--- src/rtl/avr_cmd_decoder_if.sv ---
// AVR command/status bundle: master is the AVR side, slave is the decoder.
// Latency: none (wires only); backpressure: none, the AVR paces its own strobes.
interface avr_cmd_decoder_if #(
  parameter int CHANNELS = 8
);
  logic [6:0]          avr_ctrl;
  logic                avr_strobe;
  logic [CHANNELS-1:0] ctrl_out;
  logic                busy;
  logic                cmd_err;
  logic [7:0]          cmd_count;

  modport master (
    output avr_ctrl, avr_strobe,
    input  ctrl_out, busy, cmd_err, cmd_count
  );

  modport slave (
    input  avr_ctrl, avr_strobe,
    output ctrl_out, busy, cmd_err, cmd_count
  );
endinterface

--- src/rtl/avr_cmd_decoder.sv ---
// Channel-indexed AVR command decoder (set/clear/toggle/pulse/restore). Latency SYNC_STAGES+1 clk
// edges from first strobe sample; no backpressure, unacceptable commands are dropped and flagged on cmd_err.
module avr_cmd_decoder #(
  parameter int                  CHANNELS    = 8,
  parameter logic [CHANNELS-1:0] RESET_VALUE = 8'b0111_1010,
  parameter int                  PULSE_LEN   = 4,
  parameter int                  SYNC_STAGES = 2
) (
  input  logic              clk,
  input  logic              reset_n,
  avr_cmd_decoder_if.slave  bus
);

  localparam int CNT_W = $clog2(PULSE_LEN + 1);
  localparam int ARM_W = $clog2(SYNC_STAGES + 2);
  localparam logic [ARM_W-1:0] ARM_DONE = ARM_W'(SYNC_STAGES + 1);

  typedef enum logic [2:0] {
    OP_NOP     = 3'd0,
    OP_CLEAR   = 3'd1,
    OP_SET     = 3'd2,
    OP_TOGGLE  = 3'd3,
    OP_PULSE   = 3'd4,
    OP_RESTORE = 3'd5,
    OP_RSVD6   = 3'd6,
    OP_RSVD7   = 3'd7
  } op_e;

  typedef enum logic {
    PS_IDLE   = 1'b0,
    PS_ACTIVE = 1'b1
  } pulse_st_e;

  // Strobe synchroniser and ctrl pipeline of equal depth keep the command word aligned
  // with the strobe sample that carries it.
  logic [SYNC_STAGES-1:0]      strobe_sync;
  logic                        strobe_prev;
  logic [SYNC_STAGES-1:0][6:0] ctrl_pipe;
  logic [ARM_W-1:0]            arm_cnt;

  logic [CHANNELS-1:0]         ctrl_q;
  logic                        err_q;
  logic [7:0]                  count_q;

  pulse_st_e                   pulse_st;
  logic [3:0]                  pulse_ch;
  logic                        pulse_saved;
  logic [CNT_W-1:0]            pulse_cnt;

  logic [6:0]                  cmd_word;
  op_e                         op;
  logic [3:0]                  ch;
  logic                        cmd_vld;
  logic                        is_chan_op;
  logic                        ch_ok;
  logic                        pulsing;
  logic                        pulse_done;
  logic                        reject;
  logic                        accept;
  logic [CHANNELS-1:0]         ch_mask;
  logic [CHANNELS-1:0]         pulse_mask;
  logic                        cur_bit;
  logic [CHANNELS-1:0]         ctrl_nxt;

  always_comb begin
    cmd_word   = ctrl_pipe[SYNC_STAGES-1];
    op         = op_e'(cmd_word[6:4]);
    ch         = cmd_word[3:0];
    cmd_vld    = (arm_cnt == ARM_DONE) && (strobe_sync[SYNC_STAGES-1] != strobe_prev);
    is_chan_op = (op == OP_CLEAR) || (op == OP_SET) || (op == OP_TOGGLE) || (op == OP_PULSE);
    ch_ok      = ({1'b0, ch} < 5'(CHANNELS));
    pulsing    = (pulse_st == PS_ACTIVE);
    pulse_done = pulsing && (pulse_cnt == CNT_W'(1));
  end

  // Rejection uses the busy state from before this edge, so a PULSE landing on the
  // restore edge still sees the engine as occupied.
  always_comb begin
    reject = 1'b0;
    if (cmd_vld) begin
      if ((op == OP_RSVD6) || (op == OP_RSVD7)) begin
        reject = 1'b1;
      end
      if (is_chan_op && !ch_ok) begin
        reject = 1'b1;
      end
      if ((op == OP_PULSE) && pulsing) begin
        reject = 1'b1;
      end
      if (is_chan_op && pulsing && (ch == pulse_ch)) begin
        reject = 1'b1;
      end
    end
    accept = cmd_vld && !reject;
  end

  always_comb begin
    ch_mask    = '0;
    pulse_mask = '0;
    for (int i = 0; i < CHANNELS; i++) begin
      ch_mask[i]    = (ch == 4'(i));
      pulse_mask[i] = (pulse_ch == 4'(i));
    end
    cur_bit = |(ctrl_q & ch_mask);
  end

  // Pulse restore is applied first; an accepted command never targets the pulsing
  // channel, so the two can only collide through RESTORE, which must win.
  always_comb begin
    ctrl_nxt = ctrl_q;
    if (pulse_done) begin
      ctrl_nxt = (ctrl_nxt & ~pulse_mask) | (pulse_saved ? pulse_mask : '0);
    end
    if (accept) begin
      case (op)
        OP_CLEAR:   ctrl_nxt = ctrl_nxt & ~ch_mask;
        OP_SET:     ctrl_nxt = ctrl_nxt | ch_mask;
        OP_TOGGLE:  ctrl_nxt = ctrl_nxt ^ ch_mask;
        OP_PULSE:   ctrl_nxt = ctrl_nxt ^ ch_mask;
        OP_RESTORE: ctrl_nxt = RESET_VALUE;
        default:    ctrl_nxt = ctrl_nxt;
      endcase
    end
  end

  always_ff @(posedge clk or negedge reset_n) begin
    if (!reset_n) begin
      strobe_sync <= '0;
      strobe_prev <= 1'b0;
      ctrl_pipe   <= '0;
      arm_cnt     <= '0;
      ctrl_q      <= RESET_VALUE;
      err_q       <= 1'b0;
      count_q     <= 8'd0;
      pulse_st    <= PS_IDLE;
      pulse_ch    <= 4'd0;
      pulse_saved <= 1'b0;
      pulse_cnt   <= '0;
    end else begin
      strobe_sync <= {strobe_sync[SYNC_STAGES-2:0], bus.avr_strobe};
      strobe_prev <= strobe_sync[SYNC_STAGES-1];
      ctrl_pipe   <= {ctrl_pipe[SYNC_STAGES-2:0], bus.avr_ctrl};
      // Stays disarmed until the synchroniser holds real strobe samples, so a level
      // present at reset release never reads as a transition.
      if (arm_cnt != ARM_DONE) begin
        arm_cnt <= arm_cnt + ARM_W'(1);
      end

      ctrl_q <= ctrl_nxt;
      err_q  <= reject;
      if (accept) begin
        count_q <= count_q + 8'd1;
      end

      case (pulse_st)
        PS_IDLE: begin
          if (accept && (op == OP_PULSE)) begin
            pulse_st    <= PS_ACTIVE;
            pulse_ch    <= ch;
            pulse_saved <= cur_bit;
            pulse_cnt   <= CNT_W'(PULSE_LEN);
          end
        end
        PS_ACTIVE: begin
          if (accept && (op == OP_RESTORE)) begin
            pulse_st    <= PS_IDLE;
            pulse_saved <= 1'b0;
            pulse_cnt   <= '0;
          end else begin
            pulse_cnt <= pulse_cnt - CNT_W'(1);
            if (pulse_done) begin
              pulse_st <= PS_IDLE;
            end
          end
        end
        default: pulse_st <= PS_IDLE;
      endcase
    end
  end

  assign bus.ctrl_out  = ctrl_q;
  assign bus.busy      = (pulse_st == PS_ACTIVE);
  assign bus.cmd_err   = err_q;
  assign bus.cmd_count = count_q;

endmodule
--- src/flat_wrapper.sv ---
// flat-port wrapper written by rule: the top's interface ports become plain ports
module avr_cmd_decoder_flat 
#(
  parameter int                  CHANNELS    = 8,
  parameter logic [CHANNELS-1:0] RESET_VALUE = 8'b0111_1010,
  parameter int                  PULSE_LEN   = 4,
  parameter int                  SYNC_STAGES = 2
)
  (clk, reset_n, bus_avr_ctrl, bus_avr_strobe, bus_ctrl_out, bus_busy, bus_cmd_err, bus_cmd_count);
  avr_cmd_decoder_if #(.CHANNELS(CHANNELS)) bus_i ();
  input  logic clk;
  input  logic reset_n;
  input wire logic [$bits(bus_i.avr_ctrl)-1:0] bus_avr_ctrl;
  input wire logic [$bits(bus_i.avr_strobe)-1:0] bus_avr_strobe;
  output wire logic [$bits(bus_i.ctrl_out)-1:0] bus_ctrl_out;
  output wire logic [$bits(bus_i.busy)-1:0] bus_busy;
  output wire logic [$bits(bus_i.cmd_err)-1:0] bus_cmd_err;
  output wire logic [$bits(bus_i.cmd_count)-1:0] bus_cmd_count;
  assign bus_i.avr_ctrl = bus_avr_ctrl;
  assign bus_i.avr_strobe = bus_avr_strobe;
  assign bus_ctrl_out = bus_i.ctrl_out;
  assign bus_busy = bus_i.busy;
  assign bus_cmd_err = bus_i.cmd_err;
  assign bus_cmd_count = bus_i.cmd_count;
  avr_cmd_decoder #(.CHANNELS(CHANNELS), .RESET_VALUE(RESET_VALUE), .PULSE_LEN(PULSE_LEN), .SYNC_STAGES(SYNC_STAGES)) u_core (.clk(clk), .reset_n(reset_n), .bus(bus_i));
endmodule
--- config.mk ---
export PLATFORM = sky130hd
export DESIGN_NAME = avr_cmd_decoder_flat
export DESIGN_NICKNAME = d
export VERILOG_FILES = /design/src/rtl/avr_cmd_decoder_if.sv /design/src/rtl/avr_cmd_decoder.sv /design/src/flat_wrapper.sv
export SDC_FILE = /design/constraint.sdc
export NUM_CORES = 1
export LEC_CHECK = 0
export CAP_MARGIN = 10
export CORE_MARGIN = 2
export CORE_UTILIZATION = 47
export CTS_BUF_LIST = sky130_fd_sc_hd__clkbuf_8
export CTS_CLUSTER_SIZE = 10
export DETAILED_ROUTE_END_ITERATION = 10
export GPL_ROUTABILITY_DRIVEN = 1
export MAX_ROUTING_LAYER = met4
export PLACE_DENSITY_LB_ADDON = 0.25
export SKIP_LAST_GASP = 1
export SYNTH_ARGS = -nofsm -noshare
export SYNTH_HDL_FRONTEND = slang
export SYNTH_SLANG_ARGS = --single-unit
--- constraint.sdc ---
create_clock -name clk -period 4.97 [get_ports clk]
set_input_delay 0.994 -clock clk [delete_from_list [all_inputs] [get_ports clk]]
set_output_delay 0.994 -clock clk [all_outputs]
set_load 0.05 [all_outputs]
==> qor.json <==
{
  "path_cells": {"value": "and2b_1 -> or3b_4 -> nor3b_1 -> mux2i_1 -> inv_1 -> ha_1 -> mux2_2 -> o21ai_0 -> o21ai_0 -> mux2i_1"},
  "clock_sinks": {"value": 45},
  "routed_wire_length_per_instance": {"value": 14.3, "unit": "microns"},
  "synth-simple-area-share": {"value": 13.7, "unit": "%"},
  "synth_most_common_cell": {"value": "sky130_fd_sc_hd__dfrtp_1"},
  "tritoncts": {"value": "yes"},
  "worstReg2RegStart": {"value": "u_core.bus.busy"},
  "main_combinational_cell_family_by_area_after_synthesis": {"value": "simple AND/OR/NAND/NOR gates"},
  "largest_net_degree_at_the_start_of_global_routing": {"value": 46},
  "synth.mux.area_fraction": {"value": 12.2, "unit": "%"},
  "numPortBuffers": {"value": 27},
  "ff2ff_setup_slack": {"value": 2.05, "unit": "ns"},
  "total_drc_errors_in_the_routed_layout": {"value": 0},
  "min_delay_path_depth": {"value": 0},
  "floorplan.initialDensity": {"value": 47.9, "unit": "%"},
  "crit_path_top_delay_cell": {"value": "sky130_fd_sc_hd__dfrtp_1"},
  "synth-xor-area-share": {"value": 4.37, "unit": "%"},
  "yosysTopAreaCellShare": {"value": 38.4, "unit": "%"},
  "timing.critical_path.required": {"value": 5.21, "unit": "ns"},
  "rr_endpoint": {"value": "u_core.bus.ctrl_out[1]"},
  "grt_overflow": {"value": 0},
  "worst-r2r-cell-count": {"value": 10},
  "synth_compound_area_share": {"value": 11.8, "unit": "%"},
  "ir_drop": {"value": 291, "unit": "uV"},
  "max-cap-violations": {"value": 0},
  "design.die.area": {"value": 0.00616, "unit": "sq mm"},
  "postCtsHoldBufs": {"value": 0},
  "max_clock_freq": {"value": 0.343, "unit": "GHz"},
  "critical-path-max-stage-delay": {"value": 0.61, "unit": "ns"},
  "synth_edf_count": {"value": 0},
  "final.period_utilization": {"value": 58.7, "unit": "%"},
  "critPathKind": {"value": "reg -> reg"},
  "main_synth_ff_type": {"value": "sky130_fd_sc_hd__dfrtp_1"},
  "hpwlAfterDp": {"value": 3290, "unit": "microns"},
  "worst_path_dominant_cell_family": {"value": "simple AND/OR/NAND/NOR gates"},
  "max_slew.worst_pin.slew": {"value": 0.988, "unit": "ns"},
  "p_sw": {"value": 600, "unit": "uW"},
  "io_pins": {"value": 28},
  "post_synth_main_area_contributors": {"value": "sky130_fd_sc_hd__dfrtp_1, sky130_fd_sc_hd__ha_1, sky130_fd_sc_hd__mux2_2, sky130_fd_sc_hd__dfstp_2, sky130_fd_sc_hd__mux2i_1"},
  "synth_cell_type_count": {"value": 45},
  "leading_post_synthesis_cells_by_instance_count": {"value": "sky130_fd_sc_hd__dfrtp_1, sky130_fd_sc_hd__o21ai_0, sky130_fd_sc_hd__ha_1, sky130_fd_sc_hd__nor2_1"},
  "hold_ws": {"value": 0.356, "unit": "ns"},
  "slew-limit-headroom": {"value": 34.1, "unit": "%"},
  "finalHoldViolations": {"value": 0},
  "cp_data_arrival_time": {"value": 3.16, "unit": "ns"},
  "synth_top_area_cell": {"value": "sky130_fd_sc_hd__dfrtp_1"},
  "end_kind": {"value": "register"},
  "crit_path_max_fanout": {"value": 15},
  "power_frac_comb": {"value": 41.8, "unit": "%"},
  "power.share.switching": {"value": 40.8, "unit": "%"},
  "p_leak": {"value": 0.00131, "unit": "uW"},
  "die_x": {"value": 78.5, "unit": "microns"},
  "syn_to_final_growth": {"value": 15.3, "unit": "%"},
  "capture_endpoint_of_the_worst_hold_path": {"value": "u_core.cmd_word[2]"},
  "nNetsFinal": {"value": 299},
  "final_worst_setup_slack": {"value": 2.05, "unit": "ns"},
  "cellPowerDensity": {"value": 489, "unit": "mW/mm^2"},
  "clockPowerShare": {"value": 20.0, "unit": "%"},
  "synth-seq-cells": {"value": 45},
  "setup_total_negative_slack": {"value": 0, "unit": "ns"},
  "dieHeight": {"value": 78.5, "unit": "microns"},
  "yosys.area_share.adder": {"value": 9.60, "unit": "%"},
  "ant_nets": {"value": 0},
  "post_drt_via_cell_ratio": {"value": 5.30},
  "routability_driven_placement_congestion_ratio": {"value": 0.831},
  "antenna-diode-count": {"value": 0},
  "outcome": {"value": "completed"},
  "num_rows": {"value": 27},
  "preCtsSetupSlack": {"value": 2.07, "unit": "ns"},
  "antenna_violations_before_repair": {"value": 0},
  "timing.critical_path.buf_inv": {"value": 1},
  "layer_with_the_highest_usage": {"value": "met2"},
  "post-route-min-period": {"value": 2.92, "unit": "ns"},
  "grt_pass1_vias": {"value": 1730},
  "groute.usage.overall": {"value": 18.3, "unit": "%"},
  "groute.layer.met1.usage": {"value": 24.5, "unit": "%"},
  "seqPwrFrac": {"value": 38.2, "unit": "%"},
  "synth.net_count": {"value": 279},
  "grt_pass1_wl": {"value": 8490, "unit": "microns"},
  "worstSkewPairLatency": {"value": 0.31, "unit": "ns"},
  "drt_pass1_iterations": {"value": 4},
  "cts.path.max_buffers": {"value": 2},
  "postLayoutCoreUtil": {"value": 55.3, "unit": "%"},
  "ys_seq_area_share": {"value": 43.4, "unit": "%"},
  "cts_root_buffer": {"value": "sky130_fd_sc_hd__clkbuf_8"},
  "via_count": {"value": 1814},
  "dr.first_iter.drc_count": {"value": 134},
  "hold_sp": {"value": "u_core.ctrl_pipe[2]"},
  "htree_levels": {"value": 2},
  "final.setup_skew": {"value": 0.0112, "unit": "ns"},
  "placeableCoreArea": {"value": 0.00544, "unit": "sq mm"},
  "post_route_cells_drive_above_1_share": {"value": 13.7, "unit": "%"},
  "drt-total-wl": {"value": 4900, "unit": "microns"},
  "met3_usage": {"value": 3.68, "unit": "%"},
  "hold_path.class": {"value": "reg -> reg"},
  "async_reset_ff_share": {"value": 100, "unit": "%"},
  "count_of_pins_over_their_slew_limit": {"value": 0},
  "total_standard_cell_area_after_synthesis": {"value": 0.00261, "unit": "sq mm"},
  "post_synth.cell_area_avg": {"value": 10.5, "unit": "sq um"},
  "cp-start-kind": {"value": "register"},
  "ctsResizeCount": {"value": 0},
  "setup_viol_count_final": {"value": 0},
  "met2_usage": {"value": 27.9, "unit": "%"},
  "clk_pin_slew": {"value": 0.10, "unit": "ns"},
  "cell_internal_power": {"value": 871, "unit": "uW"},
  "yosysWarningCount": {"value": 0},
  "postCtsSetupRepairBufs": {"value": 0},
  "cts-buffers-inserted": {"value": 5},
  "grt_setup_unrepaired": {"value": "no"},
  "gate_count_after_technology_mapping": {"value": 249}
}
==> layout make-up <==
| cell class | count | area [sq um] |
|---|---|---|
| multi-input cells | 176 | 1350 |
| clock inverters | 3 | 50.0 |
| fillers | 470 | 2430 |
| clock buffers | 5 | 68.8 |
| flip-flops and latches | 45 | 1130 |
| well taps | 72 | 90.1 |
| inverters | 14 | 52.6 |
| repair buffers | 27 | 265 |
==> power by group through the flow <==
stage | Sequential, uW | Clock (uW) | Combinational [uW]
final | 562 | 293 | 615
after global routing | 580 | 319 | 678
after CTS | 563 | 301 | 621
after global placement | 567 | 0 | 605
after floorplan | 704 | 0 | 309
after detailed placement | 569 | 0 | 617
==> how the worst max path moves through the flow <==
stage,from,endpoint,slack (ns),cells past startpoint
2_1_floorplan,u_core.bus.busy,u_core.bus.ctrl_out[1],2.20,10
3_3_place_gp,u_core.bus.busy,u_core.bus.ctrl_out[1],2.19,10
3_5_place_dp,u_core.bus.busy,u_core.bus.ctrl_out[1],2.07,10
4_1_cts,u_core.bus.busy,u_core.bus.ctrl_out[1],2.05,10
5_1_grt,u_core.bus.busy,u_core.bus.ctrl_out[1],1.83,10
6_report,u_core.bus.busy,u_core.bus.ctrl_out[1],2.05,10
==> per-layer routing <==
| layer | part of all wire, % | up-vias |
|---|---|---|
| li1 | - | 900 |
| met1 | 48 | 868 |
| met2 | 45 | 37 |
| met3 | 4.4 | 9 |
| met4 | 1.7 | 0 |
| met5 | 0 | - |
==> state kept, by name (all words and copies together) (netlist names) <==
register / flops
u_core.arm_cnt: 2
u_core.bus.busy: 1
u_core.bus.cmd_count: 8
u_core.bus.cmd_err: 1
u_core.bus.ctrl_out: 8
u_core.cmd_word: 7
u_core.ctrl_pipe: 7
u_core.pulse_ch: 4
u_core.pulse_cnt: 3
u_core.pulse_saved: 1
u_core.strobe_prev: 1
u_core.strobe_sync: 2
==> metrics by stage <==
stage	cells	power [uW]	cell area (sq um)
finish	342	1470	3010
global route	342	1580	3010
CTS	342	1480	3010
detailed placement	334	1190	2890
global placement	334	1170	2890
floorplan	249	1010	2610
==> logic make-up (layout without fill, tap and decap cells) <==
kind of cell,after synthesis,in the layout
AOI/OAI and AO/OA,46,46
buffers and inverters,28,49
adders and majority gates,20,20
DFF,45,45
muxes,29,29
xor gates and xnor gates,13,13
and+or+nand+nor,68,68
==> cell usage in the layout (no fill, tap or decap), drive strengths merged, types with 2 or more instances in the layout <==
master          n
dfrtp          40
clkdlybuf4s50  26
o21ai          23
nor2           20
ha             20
mux2           16
inv            15
mux2i          13
nand2          13
nand3           7
a21oi           7
xor2            7
xnor2           6
nand2b          5
nor3            5
clkbuf          5
dfstp           5
nor2b           4
o22ai           3
nor3b           3
nand3b          2
and2b           2
a211oi          2
nand4b          2
a31oi           2
==> worst register-to-register path, stage by stage, from the launching register on <==
cell and delay (ns):
sky130_fd_sc_hd__dfrtp_1 0.61, sky130_fd_sc_hd__and2b_1 0.21, sky130_fd_sc_hd__or3b_4 0.41, sky130_fd_sc_hd__nor3b_1 0.25, sky130_fd_sc_hd__mux2i_1 0.31, sky130_fd_sc_hd__inv_1 0.08, sky130_fd_sc_hd__ha_1 0.30, sky130_fd_sc_hd__mux2_2 0.26
sky130_fd_sc_hd__o21ai_0 0.16, sky130_fd_sc_hd__o21ai_0 0.12, sky130_fd_sc_hd__mux2i_1 0.16
No activity file was read; power rests on OpenSTA's default activity.
==> variant, RTL diff (config.mk and constraints unchanged) <==
`SYNC_STAGES` is set to 2 in 2 places; all go to 4.
--- a/src/rtl/avr_cmd_decoder.sv
+++ b/src/rtl/avr_cmd_decoder.sv
@@ -4,7 +4,7 @@
   parameter int                  CHANNELS    = 8,
   parameter logic [CHANNELS-1:0] RESET_VALUE = 8'b0111_1010,
   parameter int                  PULSE_LEN   = 4,
-  parameter int                  SYNC_STAGES = 2
+  parameter int                  SYNC_STAGES = 4
 ) (
   input  logic              clk,
   input  logic              reset_n,
--- a/src/flat_wrapper.sv
+++ b/src/flat_wrapper.sv
@@ -4,7 +4,7 @@
   parameter int                  CHANNELS    = 8,
   parameter logic [CHANNELS-1:0] RESET_VALUE = 8'b0111_1010,
   parameter int                  PULSE_LEN   = 4,
-  parameter int                  SYNC_STAGES = 2
+  parameter int                  SYNC_STAGES = 4
 )
   (clk, reset_n, bus_avr_ctrl, bus_avr_strobe, bus_ctrl_out, bus_busy, bus_cmd_err, bus_cmd_count);
   avr_cmd_decoder_if #(.CHANNELS(CHANNELS)) bus_i ();
Behaviour: not the same (a bounded check fails within 10 cycles, from zero or initial values and one cycle with reset_n low).
==> variant against the original RTL <==
- clock skew fell by 0.0034 ns
- sequential cell count rose by 17
- sequential share of layout area rose by 6.7 points
- die area rose by 13%
- routed wire length rose by 10%
- area after synthesis rose by 14%
- cell area rose by 17%
- hold slack got worse by 0.013 ns
- core utilization rose by 3.0 points
- first-iteration DRC count rose by 23%
- power rose by 21%
- setup slack improved by 0.0023 ns
- fmax barely moved
- critical endpoint is now u_core.bus.ctrl_out[2]
- largest cell class is now sequential cells
- largest power group is now registers
==> variant: results (changes against the original RTL) <==
Cells and area
  – Fillers: 515 (was 470)
  – Layout cell share with drive strength beyond 1: 17.4% (was 13.7%)
  – Fin nets: 307 (was 299)
  – Final cell count without fillers: 356 (was 342)

Clock tree
  – Clk_lat worst skew: 0.33 ns (was 0.31 ns)
  – CTS Buf Count: 9 (was 5)

Detailed routing
  – DR vias/cell: 5.47 (was 5.30)
  – 1st-iter DRT viols: 165 (was 134)

Synth
  – Average size of a mapped cell: 12.0 um^2 (was 10.5 um^2)
  – Synth Area in Compound Gates: 8.83% (was 11.8%)
  – Mux share of post-synthesis cell area: 12.1% (was 12.2%)
  – Commonest cells post-synth: dfrtp_1, ha_1, mux2_2 (was dfrtp_1, o21ai_0, ha_1, nor2_1)
  – Synth Area in Adders: 8.83% (was 9.60%)

Min path
  – WHS Endpoint: u_core.cmd_word[0] (was u_core.cmd_word[2])
  – Worst Hold Launch: u_core.ctrl_pipe[14] (was u_core.ctrl_pipe[2])

Place
  – Placed cell areas: 3280 um^2 (was 2890 um^2)
  – Dpl cells: 340 (was 334)
  – Gpl congestion: 0.805 (was 0.831)

Run status
  – Outcome: completed (unchanged)

Global route
  – First-pass GRT wire length: 9.43 mm (was 8.49 mm)
  – Largest net degree at the start of global routing: 63 (was 46)

STA
  – Hold_ws: 0.343 ns (was 0.356 ns)

Power
  – Leakage: 1.50 nW (was 1.31 nW)
  – Internal: 1.16 mW (was 871 uW)

Worst setup path
  – Max stage delay on crit path: 0.57 ns (was 0.61 ns)
  – R2r setup slk: 2.05 ns (about the same)
-- variant: cell count changes after synthesis, moves of 6 or more --
cell / unedited run / this run
nor2_1: 20 / 13
dfrtp_1: 40 / 57
a21oi_1: 7 / 13
o21ai_0: 22 / 3
-- variant: routing by layer --
layer	vias to the layer above	global-route usage, %	routed length (um)
li1	924	-	-
met1	966	25.3	2570
met2	49	24.4	2470
met3	8	3.07	265
met4	0	8.21	93
met5	-	-	0
-- variant: cell type report --
class | instances | area [um^2] | share of cell area, %
Sequential cell | 62 | 1560 | 44.4
Multi-Input combinational cell | 162 | 1310 | 37.4
Timing Repair Buffer | 28 | 273 | 7.77
Clock buffer | 10 | 138 | 3.92
Tap cell | 75 | 93.8 | 2.67
Clock inverter | 6 | 86.3 | 2.46
Inverter | 13 | 48.8 | 1.39
-- variant: cell families after synthesis --
logic type                 after synthesis
DFF                                     62
muxes                                   31
adders and majority gates               21
AOI/OAI and AO/OA                       38
and+or+nand+nor                         59
buffers and inverters                   24
xor gates and xnor gates                13
